**src/rtl/display_scanner.sv**
```systemverilog
// Time-multiplexed scan controller for a common-anode 7-segment display.
// Scans one digit per slot with a dark gap at slot start; new values apply only at frame boundaries.
module display_scanner #(
  parameter int N_DIGITS     = 4,
  parameter int PRESCALE     = 1024,
  parameter int BLANK_CYCLES = 16
) (
  input  logic                  clk,
  input  logic                  reset,
  input  logic [4*N_DIGITS-1:0] number,
  input  logic [N_DIGITS-1:0]   dots,
  input  logic [N_DIGITS-1:0]   digit_en,
  input  logic                  lzs,
  input  logic                  load,
  output logic                  pending,
  output logic [7:0]            abcdefgh,
  output logic [N_DIGITS-1:0]   digit,
  output logic                  frame_tick
);

  localparam int CW = $clog2(PRESCALE);
  localparam int SW = $clog2(N_DIGITS);
  localparam logic [CW-1:0] CNT_LAST  = CW'(PRESCALE - 1);
  localparam logic [CW-1:0] BLANK_END = CW'(BLANK_CYCLES);
  localparam logic [SW-1:0] SLOT_LAST = SW'(N_DIGITS - 1);

  typedef enum logic {BLANK, SHOW} state_t;

  state_t                state;
  logic [CW-1:0]         cnt, cnt_next;
  logic [SW-1:0]         slot, slot_next;
  logic                  end_of_slot, boundary;

  logic [4*N_DIGITS-1:0] shadow_num, act_num;
  logic [N_DIGITS-1:0]   shadow_dots, act_dots;
  logic [N_DIGITS-1:0]   shadow_en, act_en;
  logic                  shadow_lzs, act_lzs;

  logic [N_DIGITS-1:0]   sup;
  logic                  upper_zero;
  logic [3:0]            cur_nib;
  logic                  cur_dot, cur_en, cur_sup;
  logic [6:0]            seg7;
  logic [N_DIGITS-1:0]   digit_next;

  always_comb begin
    end_of_slot = (cnt == CNT_LAST);
    boundary    = end_of_slot && (slot == SLOT_LAST);
    cnt_next    = end_of_slot ? '0 : cnt + CW'(1);
    slot_next   = slot;
    if (end_of_slot)
      slot_next = (slot == SLOT_LAST) ? '0 : slot + SW'(1);
  end

  // A digit above 0 is blank when it and every more significant nibble are zero.
  always_comb begin
    sup        = '0;
    upper_zero = 1'b1;
    for (int i = N_DIGITS - 1; i > 0; i--) begin
      upper_zero = upper_zero & (act_num[4*i +: 4] == 4'h0);
      sup[i]     = act_lzs & upper_zero;
    end
  end

  always_comb begin
    cur_nib = 4'h0;
    cur_dot = 1'b0;
    cur_en  = 1'b0;
    cur_sup = 1'b0;
    for (int i = 0; i < N_DIGITS; i++) begin
      if (slot == SW'(i)) begin
        cur_nib = act_num[4*i +: 4];
        cur_dot = act_dots[i];
        cur_en  = act_en[i];
        cur_sup = sup[i];
      end
    end
    digit_next = '1;
    for (int i = 0; i < N_DIGITS; i++)
      digit_next[i] = !((state == SHOW) && cur_en && (slot == SW'(i)));
  end

  always_comb begin
    case (cur_nib)
      4'h0: seg7 = 7'h40;
      4'h1: seg7 = 7'h79;
      4'h2: seg7 = 7'h24;
      4'h3: seg7 = 7'h30;
      4'h4: seg7 = 7'h19;
      4'h5: seg7 = 7'h12;
      4'h6: seg7 = 7'h02;
      4'h7: seg7 = 7'h78;
      4'h8: seg7 = 7'h00;
      4'h9: seg7 = 7'h10;
      4'hA: seg7 = 7'h08;
      4'hB: seg7 = 7'h03;
      4'hC: seg7 = 7'h46;
      4'hD: seg7 = 7'h21;
      4'hE: seg7 = 7'h06;
      default: seg7 = 7'h0E;
    endcase
  end

  // State, shadow/active handshake and registered pin drive; the shadow seen before a
  // boundary edge is what gets applied, so a load in that same cycle waits a frame.
  always_ff @(posedge clk) begin
    if (reset) begin
      state       <= BLANK;
      cnt         <= '0;
      slot        <= '0;
      frame_tick  <= 1'b0;
      pending     <= 1'b0;
      shadow_num  <= '0;
      shadow_dots <= '0;
      shadow_en   <= '0;
      shadow_lzs  <= 1'b0;
      act_num     <= '0;
      act_dots    <= '0;
      act_en      <= '0;
      act_lzs     <= 1'b0;
      digit       <= '1;
      abcdefgh    <= 8'hFF;
    end else begin
      cnt        <= cnt_next;
      slot       <= slot_next;
      state      <= (cnt_next < BLANK_END) ? BLANK : SHOW;
      frame_tick <= (cnt_next == CNT_LAST) && (slot_next == SLOT_LAST);

      if (load) begin
        shadow_num  <= number;
        shadow_dots <= dots;
        shadow_en   <= digit_en;
        shadow_lzs  <= lzs;
      end

      if (boundary) begin
        if (pending) begin
          act_num  <= shadow_num;
          act_dots <= shadow_dots;
          act_en   <= shadow_en;
          act_lzs  <= shadow_lzs;
        end
        pending <= load;
      end else if (load) begin
        pending <= 1'b1;
      end

      digit <= digit_next;
      if ((state == SHOW) && cur_en)
        abcdefgh <= {~cur_dot, cur_sup ? 7'h7F : seg7};
      else
        abcdefgh <= 8'hFF;
    end
  end

endmodule

```
**config.mk**
```make
export PLATFORM = sky130hd
export DESIGN_NAME = display_scanner
export DESIGN_NICKNAME = d
export VERILOG_FILES = /design/src/rtl/display_scanner.sv
export SDC_FILE = /design/constraint.sdc
export NUM_CORES = 1
export LEC_CHECK = 0
export CAP_MARGIN = 20
export CORE_ASPECT_RATIO = 0.5
export CORE_UTILIZATION = 50
export CTS_CLUSTER_DIAMETER = 150
export CTS_CLUSTER_SIZE = 28
export DETAILED_ROUTE_END_ITERATION = 10
export PLACE_DENSITY = 0.75
export SYNTH_ARGS = -nofsm -noshare
export SYNTH_HDL_FRONTEND = slang
export SYNTH_SLANG_ARGS = --single-unit
```
**constraint.sdc**
```tcl
create_clock -name clk -period 2.5 [get_ports clk]
set_clock_uncertainty 0.15 [all_clocks]
set_input_delay 0.25 -clock clk [delete_from_list [all_inputs] [get_ports clk]]
set_output_delay 0.25 -clock clk [all_outputs]
set_load 0.05 [all_outputs]
```
=== Word-level counts from Yosys, hierarchy flattened ===
Memories as Yosys holds them, arrays and structs flattened. A register that Yosys moved wholly into a read port is not among the register bits.
Index checks and enable logic that the tools add are counted.

* Memories: 1
* Output and inout bits: 14
* Flip-flop bits (word level): 70
* Memory bits (read-only): 112
* Logic and storage cells: 72
* Input bits: 28

{| class="wikitable"
|+ Memory list
! name !! depth !! width !! rd ports !! clocked after Yosys merged registers in !! write ports !! line !! source
|-
| (name not given) || 16 || 7 || 1 || 1 || 0 || 84 || <nowiki>case (cur_nib)</nowiki>
|}

* Multiplexer cells: 21
* Magnitude comparators: 1
* Equality and inequality tests: 6
* Bitwise gates (word level): 7
* Reductions and logical operators: 19
* $add $sub $neg: 2

{| class="wikitable"
|+ Operators with widths
! kind !! number
|-
| 10-bit equality test (second input constant) || 2
|-
| 4-bit two-way mux || 4
|-
| 1-bit two-way mux || 14
|-
| 4-bit logical NOT || 3
|-
| 10-bit by 1-bit adder with 10-bit output (second input constant) || 1
|-
| 10-bit by 5-bit less-than comparator with 1-bit output (second input constant) || 1
|-
| 10-bit two-way mux || 1
|-
| 1-bit logical AND || 7
|-
| 2-bit equality test (second input constant) || 3
|-
| 1-bit AND || 5
|-
| 1-bit logical NOT || 4
|-
| 2-bit two-way mux || 2
|-
| 3-bit OR reduction || 1
|-
| 2-bit by 1-bit adder with 2-bit output (second input constant) || 1
|-
| 2-bit by 1-bit equality test with 1-bit output (second input constant) || 1
|-
| 2-bit logical NOT || 1
|-
| 1-bit NOT || 2
|-
| 2-bit AND reduction || 1
|-
| 2-bit nonzero test || 1
|-
| 2-bit OR reduction || 1
|}

=== Logic depth before layout (Yosys ltp) ===
Gate-level depths: netlist (run 1).

* Depth after elaboration: 8
* Gate-level depth with buffers: 10
* Depth with buffers taken out: 10

=== Worst setup path after synthesis (run 1) ===
OpenSTA, ideal clock, no wires.

* Path type: reg2reg
* Start: register slot[0]
* End: register abcdefgh[4]
* Period minus slack after synthesis: 2.440 ns
* Cell stages (with the launch flop): 11
* Required time: 2.223 ns
* Path buffers: 0
* Data arrival time: 2.163 ns
* Path slack: 0.060 ns
* Cell sequence: dfxtp_1 inv_1 ha_1 nor2b_1 a221o_1 a22oi_1 inv_1 ha_1 nor2_1 a211o_1 o211ai_1

* Longest elaborated chain between the ends: 8

{| class="wikitable"
|+ Ends and longest elaborated chain
! what !! line !! source
|-
| start: declaration || 31 || <nowiki>logic [SW-1:0] slot, slot_next;</nowiki>
|-
| start signal: assignment || 125 || <nowiki>slot <= slot_next;</nowiki>
|-
| 2-bit logical NOT || 71 || <nowiki>if (slot == SW'(i)) begin</nowiki>
|-
| 1-bit two-way mux (4 in series) || 71 ||
|-
| 1-bit logical AND || 149 || <nowiki>if ((state == SHOW) && cur_en)</nowiki>
|-
| 1-bit NOT (no line) || - ||
|-
| 3-bit OR reduction (no line) || - ||
|-
| end: declaration || 16 || <nowiki>output logic [7:0] abcdefgh,</nowiki>
|}

Several ways; a longest one is shown, not always the timed one.
A chain may end at the register's enable or synchronous reset.

=== Worst setup path in the final report (run 1) ===
* Start: register slot[1]
* End: register abcdefgh[4]

Same word-level chain as after synthesis.

==> summary.md, run 1 <==
| Metric | Value |
|---|---|
| Pwr Total | 2720 µW |
| Sw power | roughly 540 µW |
| GRT overflow | 0 |
| Share of the synthesized area in the top cell type | 44.2% |
| Area Growth Syn to Fin | 22.5% |
| Longest Clk Path Bufs | 2 |
| Ant diodes | 0 |
| IO Port Bufs | 41 |
| Die width | 120 µm |
| Gpl congestion | 0.926 |
| Crit path max-delay family | compound AO/OA/AOI/OAI gates |
| Minimum clock period | 2.36 ns |
| Postcts setup bufs | 0 |
| Wire per inst | 13.6 µm |
| Initial Utilization | 52.0% |
| Cts bufs inserted | 9 |
| Clock Latency Late Sink | 0.33 ns |
| Synth cell types | between 50 and 60 |
| Total core area | 6700 µm² |
| DRC | 0 |
| Cell taking the most area after synthesis | dfxtp_1 |
| # IOs | 42 |
| Instance count on the critical path | 10 |
| Pin count of the biggest net entering global routing | 36 |
| Hold/Removal Path Class | reg -> reg |
| Final Cell Area | 4270 µm² |
| Sum of negative setup slack | 0 ns |
| Post-Place Cell Area | 3950 µm² |
| Main area contributors after synthesis | dfxtp_1, mux2i_1, nand2_1, a21oi_2, ha_1 |
| Row count | 21 |
| Hold path cells | 2 |
| PD cells | 638 nW/µm² |
| Synth Warn # | 0 |
| Fin nets | approximately 460 |
| CP Class | reg -> reg |
| DIE HEIGHT | approximately 61 µm |
| Final Max Tran Viols | 0 |
| Crit-path cells | inv_1 -> ha_1 -> nor2b_1 -> a221o_1 -> a22oi_1 -> buf_4 -> ha_2 -> nor2_1 -> a211o_1 -> o211ai_1 |
| Number of flops mapped to enable cells by yosys | 0 |
| Global-route wire length before repair | 11800 µm |
| Vias per cell | between 5 and 6 |
| Top_reg_cell synth | dfxtp_1 |
| Post-synthesis area per instance | 9.22 µm² |
| DRT Wirelength | 6980 µm |
| Via count | 2718 |
| Pre-antenna DRT Iters | 4 |
| WP buf/inv | 2 |
| Die ar. | around 7300 µm² |
| Post-cts resize count | 0 |
| Max-slew headroom | 67.0% |
| Cells after Synth | 378 |
| Fin Hold WS | 0.298 ns |
| Number of global-route vias before repair | 2504 |
| Syn_nets | between 400 and 500 |
| Clock power share | 48.3% |
| Hold Buf Count CTS | 0 |
| Flop pwr share | 47.0% |
| Largest fanout on the critical path | 5 |
| Commonest cells in the synthesized netlist | dfxtp_1, nand2_1, nor2_1 |
| Switching Share | 19.8% |
| CTS tree | yes |
| Clk slew on worst S/H paths | ~0.060 ns |
| Layout cell share with drive strength beyond 1 | 19.0% |
| Post-Syn Area | 3490 µm² |
| Leakage | 0.00162 µW |
| Slew @ Worst Pin | 0.493 ns |
| Post-route ant nets | 0 |
| Final hold vios | 0 |
| Power Internal | 2190 µW |
| CP Capture Type | flip-flop |
| RSZ-0062 raised after global routing | true |
| Fmax | between 400 and 500 MHz |
| H-tree Lvls | 3 |
| Most frequent cell after synthesis | dfxtp_1 |
| CTS Sinks | between 70 and 80 |
| Initial antenna violation count | 0 |
| VDD IR max | ~390 µV |
| CP peak stage delay | roughly 0.40 ns |
| All-Layer GR Usage | 21.4% |
| Max_cap viols | 0 |
| Final setup violating endpoints | 0 |
| Drt initial violations | 170 |
| CP required | approximately 2.6 ns |
| Post-synthesis sequential area ratio | 44.2% |
| CP max-delay cell | dfxtp_1 |
| Period utilisation layout | 94.3% |
| FF+latch count, synth | 77 |
| Status | finished clean |
| Final Util | between 60% and 70% |
| CTS Root Cell | clkbuf_16 |
| Async SR Flop Fraction | 0% |
| Worst r2r path cells | 10 |
| Crit path DAT | between 2 and 2.5 ns |
| Startpoint Class | flip-flop |
| Detailed placement HPWL | 5100 µm |
| Comb power frac | 4.7% |
[flip-flops by register name (all words and copies together) (netlist names)]
signal       count
pending          1
frame_tick       1
act_en           4
abcdefgh         8
shadow_num      16
cnt             10
act_lzs          1
act_num         16
shadow_dots      4
shadow_lzs       1
digit            4
state            1
slot             2
act_dots         4
shadow_en        4
[cells by family after synthesis]
group,synth area share (%)
mux,8.04
buf+inv,5.38
simple gates,21.3
compound gates,15.2
flops,44.2
fa+ha+maj,4.31
xor+xnor,1.51
[power groups by stage]
stage / registers [µW] / clock network, µW / logic, µW
2_1_floorplan: 1300 / 0 / 69.6
3_3_place_gp: 1300 / 0 / 126
3_5_place_dp: 1310 / 0 / 130
4_1_cts: 1280 / 1350 / 131
5_1_grt: 1280 / 1410 / 142
6_report: 1280 / 1320 / 129
[cell type report]
| type | instances | area, µm² |
|---|---|---|
| clock inverter | 5 | 77.6 |
| sequential | 77 | 1540 |
| inverter | 8 | 30.0 |
| multi-input combinational | 268 | 1770 |
| tap | 92 | 115 |
| fill | 565 | 2430 |
| timing repair buffer | 55 | 510 |
| clock buffer | 9 | 225 |
[through the flow]
| step | std cells | worst slack, ns |
|---|---|---|
| 6_report | 514 | 0.142 |
| 5_1_grt | 514 | -0.0242 |
| 4_1_cts | 514 | 0.0512 |
| 3_5_place_dp | 500 | 0.0727 |
| 3_3_place_gp | 500 | 0.196 |
| 2_1_floorplan | 378 | 0.0599 |
[layout by cell type, fill, tap and decap left out, drive strengths merged, types with 4 or more instances in the layout]
cell | Yosys | final
a211oi | 4 | 4
nand2 | 67 | 67
or3 | 4 | 4
xor2 | 4 | 4
inv | 8 | 8
a21oi | 40 | 40
nor3 | 6 | 6
clkdlybuf4s50 | 0 | 40
nor2 | 39 | 39
buf | 16 | 15
nand3 | 7 | 7
dfxtp | 77 | 77
mux2i | 28 | 28
ha | 12 | 12
nor4 | 4 | 4
clkbuf | 9 | 9
o21ai | 8 | 8
[per-layer routing]
layer	global-route usage, %	share of wire, %	up-vias
met5	0	0	-
met4	6.25	0.97	0
met3	8.61	5.2	7
met2	33.3	45	60
met1	27.9	49	1273
li1	-	-	1378
[path summary, 6_finish.rpt]
kind                                            startpoint  slack, ns                      end
worst min-delay path            shadow_num[6]$_SDFFE_PP0P_       0.30  act_num[6]$_SDFFE_PP0P_
worst max register to register          slot[1]$_SDFF_PP0_       0.14   abcdefgh[4]$_SDFF_PP1_
worst min register to register  shadow_num[6]$_SDFFE_PP0P_       0.30  act_num[6]$_SDFFE_PP0P_
worst max-delay path                    slot[1]$_SDFF_PP0_       0.14   abcdefgh[4]$_SDFF_PP1_
[worst register-to-register path, cell delays in order (launching register included)]
cell and delay (ns):
dfxtp_1 0.40, inv_1 0.08, ha_1 0.19, nor2b_1 0.14, a221o_1 0.29, a22oi_1 0.20, buf_4 0.18, ha_2 0.21
nor2_1 0.07, a211o_1 0.28, o211ai_1 0.09
No activity file was read; power rests on OpenSTA's default activity.
==> run 2: changes to the inputs <==
--- a/config.mk
+++ b/config.mk
@@ -7,11 +7,12 @@
 export LEC_CHECK = 0
 export CAP_MARGIN = 20
 export CORE_ASPECT_RATIO = 0.5
-export CORE_UTILIZATION = 50
+export CORE_UTILIZATION = 48
 export CTS_CLUSTER_DIAMETER = 150
 export CTS_CLUSTER_SIZE = 28
 export DETAILED_ROUTE_END_ITERATION = 10
-export PLACE_DENSITY = 0.75
+export PLACE_DENSITY = 0.72
+export SLEW_MARGIN = 40
 export SYNTH_ARGS = -nofsm -noshare
 export SYNTH_HDL_FRONTEND = slang
 export SYNTH_SLANG_ARGS = --single-unit
==> run 2 against run 1 <==
  * Power is 2.0% higher
  * Combinational power hardly changed
  * Wire length is 4.6% higher
  * Register-to-register slack is essentially flat
  * Worst setup slack improved by 0.0095 ns
  * Flip-flop and latch count unchanged
  * Die area up 4.1%
  * Largest power group unchanged
  * Global-route usage decreased by 0.84 points
  * Critical path type unchanged
  * Cell count is 0.19% higher
  * Maximum frequency is 0.40% higher
  * Non-clock buffer count is the same
==> summary.md, run 2 (same netlist as run 1, synthesis figures left out) <==
| Metric | Value |
|---|---|
| Layout cell share with drive strength beyond 1 | between 10% and 20% |
| Minimum clock period | 2.35 ns |
| GRT overflow | 0 |
| Detailed placement HPWL | 5130 µm |
| Longest Clk Path Bufs | 2 |
| Most common cell after layout, fill and taps aside | dfxtp_1 |
| Initial antenna violation count | 0 |
| Final Util | between 60% and 70% |
| Fillers | 575 |
| Crit-path cells | inv_1 -> ha_1 -> buf_4 -> nor3b_1 -> a311oi_1 -> nand2_1 -> o22ai_1 -> o21ai_1 |
| Largest fanout on the critical path | 8 |
| Sum of negative setup slack | 0 ns |
| CP max-delay cell | a311oi_1 |
| DP Worst Slack | 0.0724 ns |
| Max_cap viols | 0 |
| PD cells | ~650 nW/µm² |
| DIE HEIGHT | 62.3 µm |
| Area Growth Syn to Fin | 23.0% |
| Global-route wire length before repair | approximately 12000 µm |
| Leakage | ~0.0016 µW |
| Crit path max-delay family | compound AO/OA/AOI/OAI gates |
| Hold/Removal Path Class | reg -> reg |
| CTS Root Cell | clkbuf_16 |
| Final Worst Setup Slack | between 0.15 and 0.2 ns |
| Register area | ~1500 µm² |
| CTS tree | yes |
| VDD IR max | between 200 and 300 µV |
| Startpoint Class | flip-flop |
| Ant diodes | 0 |
| Wire per inst | 14.2 µm |
| CP Capture Type | flip-flop |
| CTS Sinks | 77 |
| DRC | 0 |
| Postcts setup bufs | 0 |
| Period utilisation layout | 93.9% |
| Cts bufs inserted | 9 |
| DRT Wirelength | about 7300 µm |
| Multi-input logic area | 1770 µm² |
| CP Class | reg -> reg |
| # IOs | 42 |
| Clk slew on worst S/H paths | about 0.050 ns |
| Layout Cells excl Fill | approximately 520 |
| Crit path DAT | approximately 2.4 ns |
| Biggest registers after layout | act_num (16), shadow_num (16), cnt (10) |
| Gpl congestion | 0.980 |
| Final Cell Area | 4290 µm² |
| Pre-antenna DRT Iters | 4 |
| Max-slew headroom | 61.2% |
| Drt initial violations | 173 |
| IO Port Bufs | 41 |
| Most frequent cells in the layout | dfxtp_1, nand2_1, clkdlybuf4s50_1, nor2_1, mux2i_1 |
| H-tree Lvls | 3 |
| Vias per cell | 5.34 |
| Die width | ~120 µm |
| Total core area | 6860 µm² |
| Fin nets | roughly 460 |
| Via count | 2752 |
| CP peak stage delay | 0.54 ns |
| Fmax | 426 MHz |
| Post-Place Cell Area | 3950 µm² |
| Row count | 21 |
| Status | finished clean |
| Final Max Tran Viols | 0 |
| Number of global-route vias before repair | 2568 |
| WP buf/inv | 2 |
| CP required | ~2.6 ns |
| Die ar. | 7630 µm² |
| Post-route ant nets | 0 |
| Clock Latency Late Sink | 0.34 ns |
| RSZ-0062 raised after global routing | false |
| Pin count of the biggest net entering global routing | 36 |
| Initial Utilization | 50.8% |
| All-Layer GR Usage | between 20% and 30% |
| Placed cells | ~500 |
| Slew @ Worst Pin | 0.578 ns |
| Final hold vios | 0 |
| Final setup violating endpoints | 0 |
==> run 2: cell count changes in the layout (fill, tap and decap cells not counted), sizes merged <==
cell	change
buf	-1
clkbuf	+1
clkinv	+1
clkinvlp	-1
dlygate4sd3	+1
==> run 2: path summary, 6_finish.rpt <==
kind / start / to / slack, ns / depth (start not counted)
hold / removal: shadow_en[3]$_SDFFE_PP0P_ / act_en[3]$_SDFFE_PP0P_ / 0.30 / 2
setup / recovery: slot[0]$_SDFF_PP0_ / abcdefgh[0]$_SDFF_PP1_ / 0.15 / 8
setup reg to reg: slot[0]$_SDFF_PP0_ / abcdefgh[0]$_SDFF_PP1_ / 0.15 / 8
hold reg to reg: shadow_en[3]$_SDFFE_PP0P_ / act_en[3]$_SDFFE_PP0P_ / 0.30 / 2
==> run 2: power breakdown <==
| part | switching, µW | total, µW | internal, µW | leakage, µW |
|---|---|---|---|---|
| Clock | 481 | 1370 | 889 | 0.000158 |
| Combinational | 57.8 | 130 | 71.9 | 0.000850 |
| Sequential | 21.9 | 1280 | 1260 | 0.000628 |
==> run 2: cell type report <==
type / instances / area share, %
well taps: 92 / 2.69
clock buffers: 10 / 5.58
flip-flops and latches: 77 / 36.0
multi-input cells: 268 / 41.3
clock inverters: 5 / 1.75
repair buffers: 55 / 12.0
inverters: 8 / 0.701
==> run 2: per-layer routing <==
layer | track usage (%) | wire length (µm) | vias up
met5 | 0 | 0 | -
met4 | 7.16 | 129 | 0
met3 | 7.26 | 418 | 16
met2 | 30.5 | 3200 | 65
met1 | 27.5 | 3560 | 1295
li1 | - | - | 1376
==> run 2: worst reg2reg max path, delay by kind of cell (launching register included) <==
family / cells / cell delay (ns)
AOI/OAI and AO/OA: 3 / 0.82
adders and majority gates: 1 / 0.28
and+or+nand+nor: 2 / 0.34
buffers and inverters: 2 / 0.26
DFF: 1 / 0.37
==> run 2: through the flow <==
stage | hold WS [ns] | power, µW
3_3_place_gp | 0.293 | 1430
4_1_cts | 0.305 | 2800
5_1_grt | 0.314 | 2880
6_report | 0.299 | 2780
2_1_floorplan | 0.247 | 1370
3_5_place_dp | 0.297 | 1440
==> run 2: timing repair <==
action	in CTS	in global routing
hold buffers	1	0
endpoints found under the setup margin	0	6
gates resized for setup	0	6
hold endpoints to repair	2	0
==> run 3: changes to the inputs <==
--- a/config.mk
+++ b/config.mk
@@ -11,7 +11,7 @@
 export CTS_CLUSTER_DIAMETER = 150
 export CTS_CLUSTER_SIZE = 28
 export DETAILED_ROUTE_END_ITERATION = 10
-export PLACE_DENSITY = 0.72
+export PLACE_DENSITY = 0.73
 export SLEW_MARGIN = 40
 export SYNTH_ARGS = -nofsm -noshare
 export SYNTH_HDL_FRONTEND = slang
==> run 3 against run 2 <==
  * Die area unchanged
  * Register-to-register slack improved by 0.02 ns
  * Flip-flop and latch count is the same
  * Largest cell class unchanged
  * Sequential share of layout area fell by 0.053 points
  * Combinational power about the same
  * Clock power shrank 3%
==> summary.md, run 3 (same netlist as run 1, synthesis figures left out) <==
| Metric | Value |
|---|---|
| Status | finished clean |
| Detailed placement HPWL | 5170 µm |
| Area Growth Syn to Fin | 23.2% |
| Fin Hold WS | 0.265 ns |
| Layout cell share with drive strength beyond 1 | 19.8% |
| Wire per inst | 14.0 µm |
| RSZ-0062 raised after global routing | false |
| GRT overflow | 0 |
| Longest Clk Path Bufs | 2 |
| Max-slew headroom | 67.0% |
| CTS Root Cell | clkbuf_16 |
| Final setup violating endpoints | 0 |
| CP Class | reg -> reg |
| Gpl congestion | ~0.93 |
| Max_cap viols | 0 |
| Global-route wire length before repair | 12300 µm |
| Sum of negative setup slack | 0 ns |
| Slew @ Worst Pin | 0.493 ns |
| Via count | 2739 |
| IO Port Bufs | just over 40 |
| H-tree Lvls | 3 |
| Largest fanout on the critical path | 6 |
| Clock Latency Late Sink | 0.33 ns |
| PD cells | 638 nW/µm² |
| Initial Utilization | ~51% |
| Cts bufs inserted | 9 |
| CTS tree | yes |
| Row count | 21 |
| Startpoint Class | flip-flop |
| DRC | 0 |
| Fmax | 430 MHz |
| Pin count of the biggest net entering global routing | 27 |
| VDD IR max | 344 µV |
| Die ar. | between 7000 and 8000 µm² |
| All-Layer GR Usage | 20.8% |
| Crit path DAT | 2.42 ns |
| Biggest registers after layout | act_num (16), shadow_num (16), cnt (10) |
| Drt initial violations | 181 |
| CP Capture Type | flip-flop |
| Minimum clock period | 2.33 ns |
| Fin nets | between 400 and 500 |
| Hold/Removal Path Class | in -> reg |
| Final Cell Area | 4290 µm² |
| Post-Place Cell Area | about 4000 µm² |
| Vias per cell | about 5.3 |
| Pre-antenna DRT Iters | 4 |
| Number of global-route vias before repair | ~2600 |
| Most frequent cells in the layout | dfxtp_1, nand2_1, clkdlybuf4s50_1, nor2_1, mux2i_1 |
| Initial antenna violation count | 0 |
| CTS Sinks | slightly below 80 |
| DIE HEIGHT | 62.3 µm |
| Most common cell after layout, fill and taps aside | dfxtp_1 |
| Hold Buf Count CTS | 0 |
| Post-route ant nets | 0 |
| CP required | 2.60 ns |
| Clk slew on worst S/H paths | 0.06 ns |
| # IOs | 42 |
| DRT Wirelength | a little over 7000 µm |
| Final hold vios | 0 |
| Final Max Tran Viols | 0 |
| Leakage | 0.00163 µW |
| Total core area | a little under 7000 µm² |
| Die width | 123 µm |
| Ant diodes | 0 |
| Period utilisation layout | 93.1% |
[run 3: changes by cell type in the layout (fill, tap and decap cells not counted)]
cell           change
bufinv_16          -1
clkinv_2           -2
ha_2               +1
clkbuf_8           +2
clkinvlp_4         +1
buf_4              +2
dlygate4sd3_1      -1
clkbuf_1           +1
ha_1               -1
[run 3: layout make-up]
class / instances / area, µm²
Clock inverter: 3 / 42.5
Tap cell: 92 / 115
Sequential cell: 77 / 1540
Clock buffer: 13 / 270
Multi-Input combinational cell: 268 / 1770
Fill cell: 578 / 2560
Timing Repair Buffer: 56 / 518
Inverter: 8 / 30.0
[run 3: worst paths after layout]
kind	cells after the start	to	start	slack, ns
max	9	abcdefgh[3]$_SDFF_PP1_	slot[0]$_SDFF_PP0_	0.17
min	3	act_dots[0]$_SDFFE_PP0P_	reset	0.26
max reg2reg	9	abcdefgh[3]$_SDFF_PP1_	slot[0]$_SDFF_PP0_	0.17
min reg2reg	2	act_num[13]$_SDFFE_PP0P_	shadow_num[13]$_SDFFE_PP0P_	0.30
[run 3: power by group]
part           total (µW)  switching [µW]  internal (µW)
sequential           1280            22.3           1260
clock                1330             477            852
combinational         131            58.5           72.0
[run 3: metrics by stage]
| step | utilization [%] | total power, µW | setup WS (ns) | instances |
|---|---|---|---|---|
| 6_report | 62.6 | 2740 | 0.174 | 517 |
| 3_5_place_dp | 57.8 | 1440 | 0.0532 | 501 |
| 4_1_cts | 62.3 | 2770 | 0.00372 | 517 |
| 5_1_grt | 62.6 | 2840 | 0.0297 | 517 |
| 2_1_floorplan | - | 1370 | 0.0599 | 378 |
| 3_3_place_gp | 57.8 | 1430 | 0.203 | 501 |
[run 3: worst max-delay path, cell delays in order (launching register included)]
cell and delay (ns):
dfxtp_2 0.38, inv_1 0.08, ha_1 0.20, nor2b_1 0.14, a221o_1 0.32, a22oi_2 0.15
buf_4 0.16, ha_1 0.24, o211a_1 0.23, o21ai_0 0.19
[run 3: what timing repair did]
action	CTS	global route
setup endpoints to repair	0	6
gates resized for setup	0	7
setup buffers	0	0
[run 3: metal layers]
layer | vias to the layer above | wire, µm | global-route usage (%)
met3 | 13 | 384 | 5.70
met2 | 73 | 3180 | 30.5
met1 | 1269 | 3570 | 28.4
li1 | 1384 | - | -
met4 | 0 | 124 | 9.30
met5 | - | 0 | 0
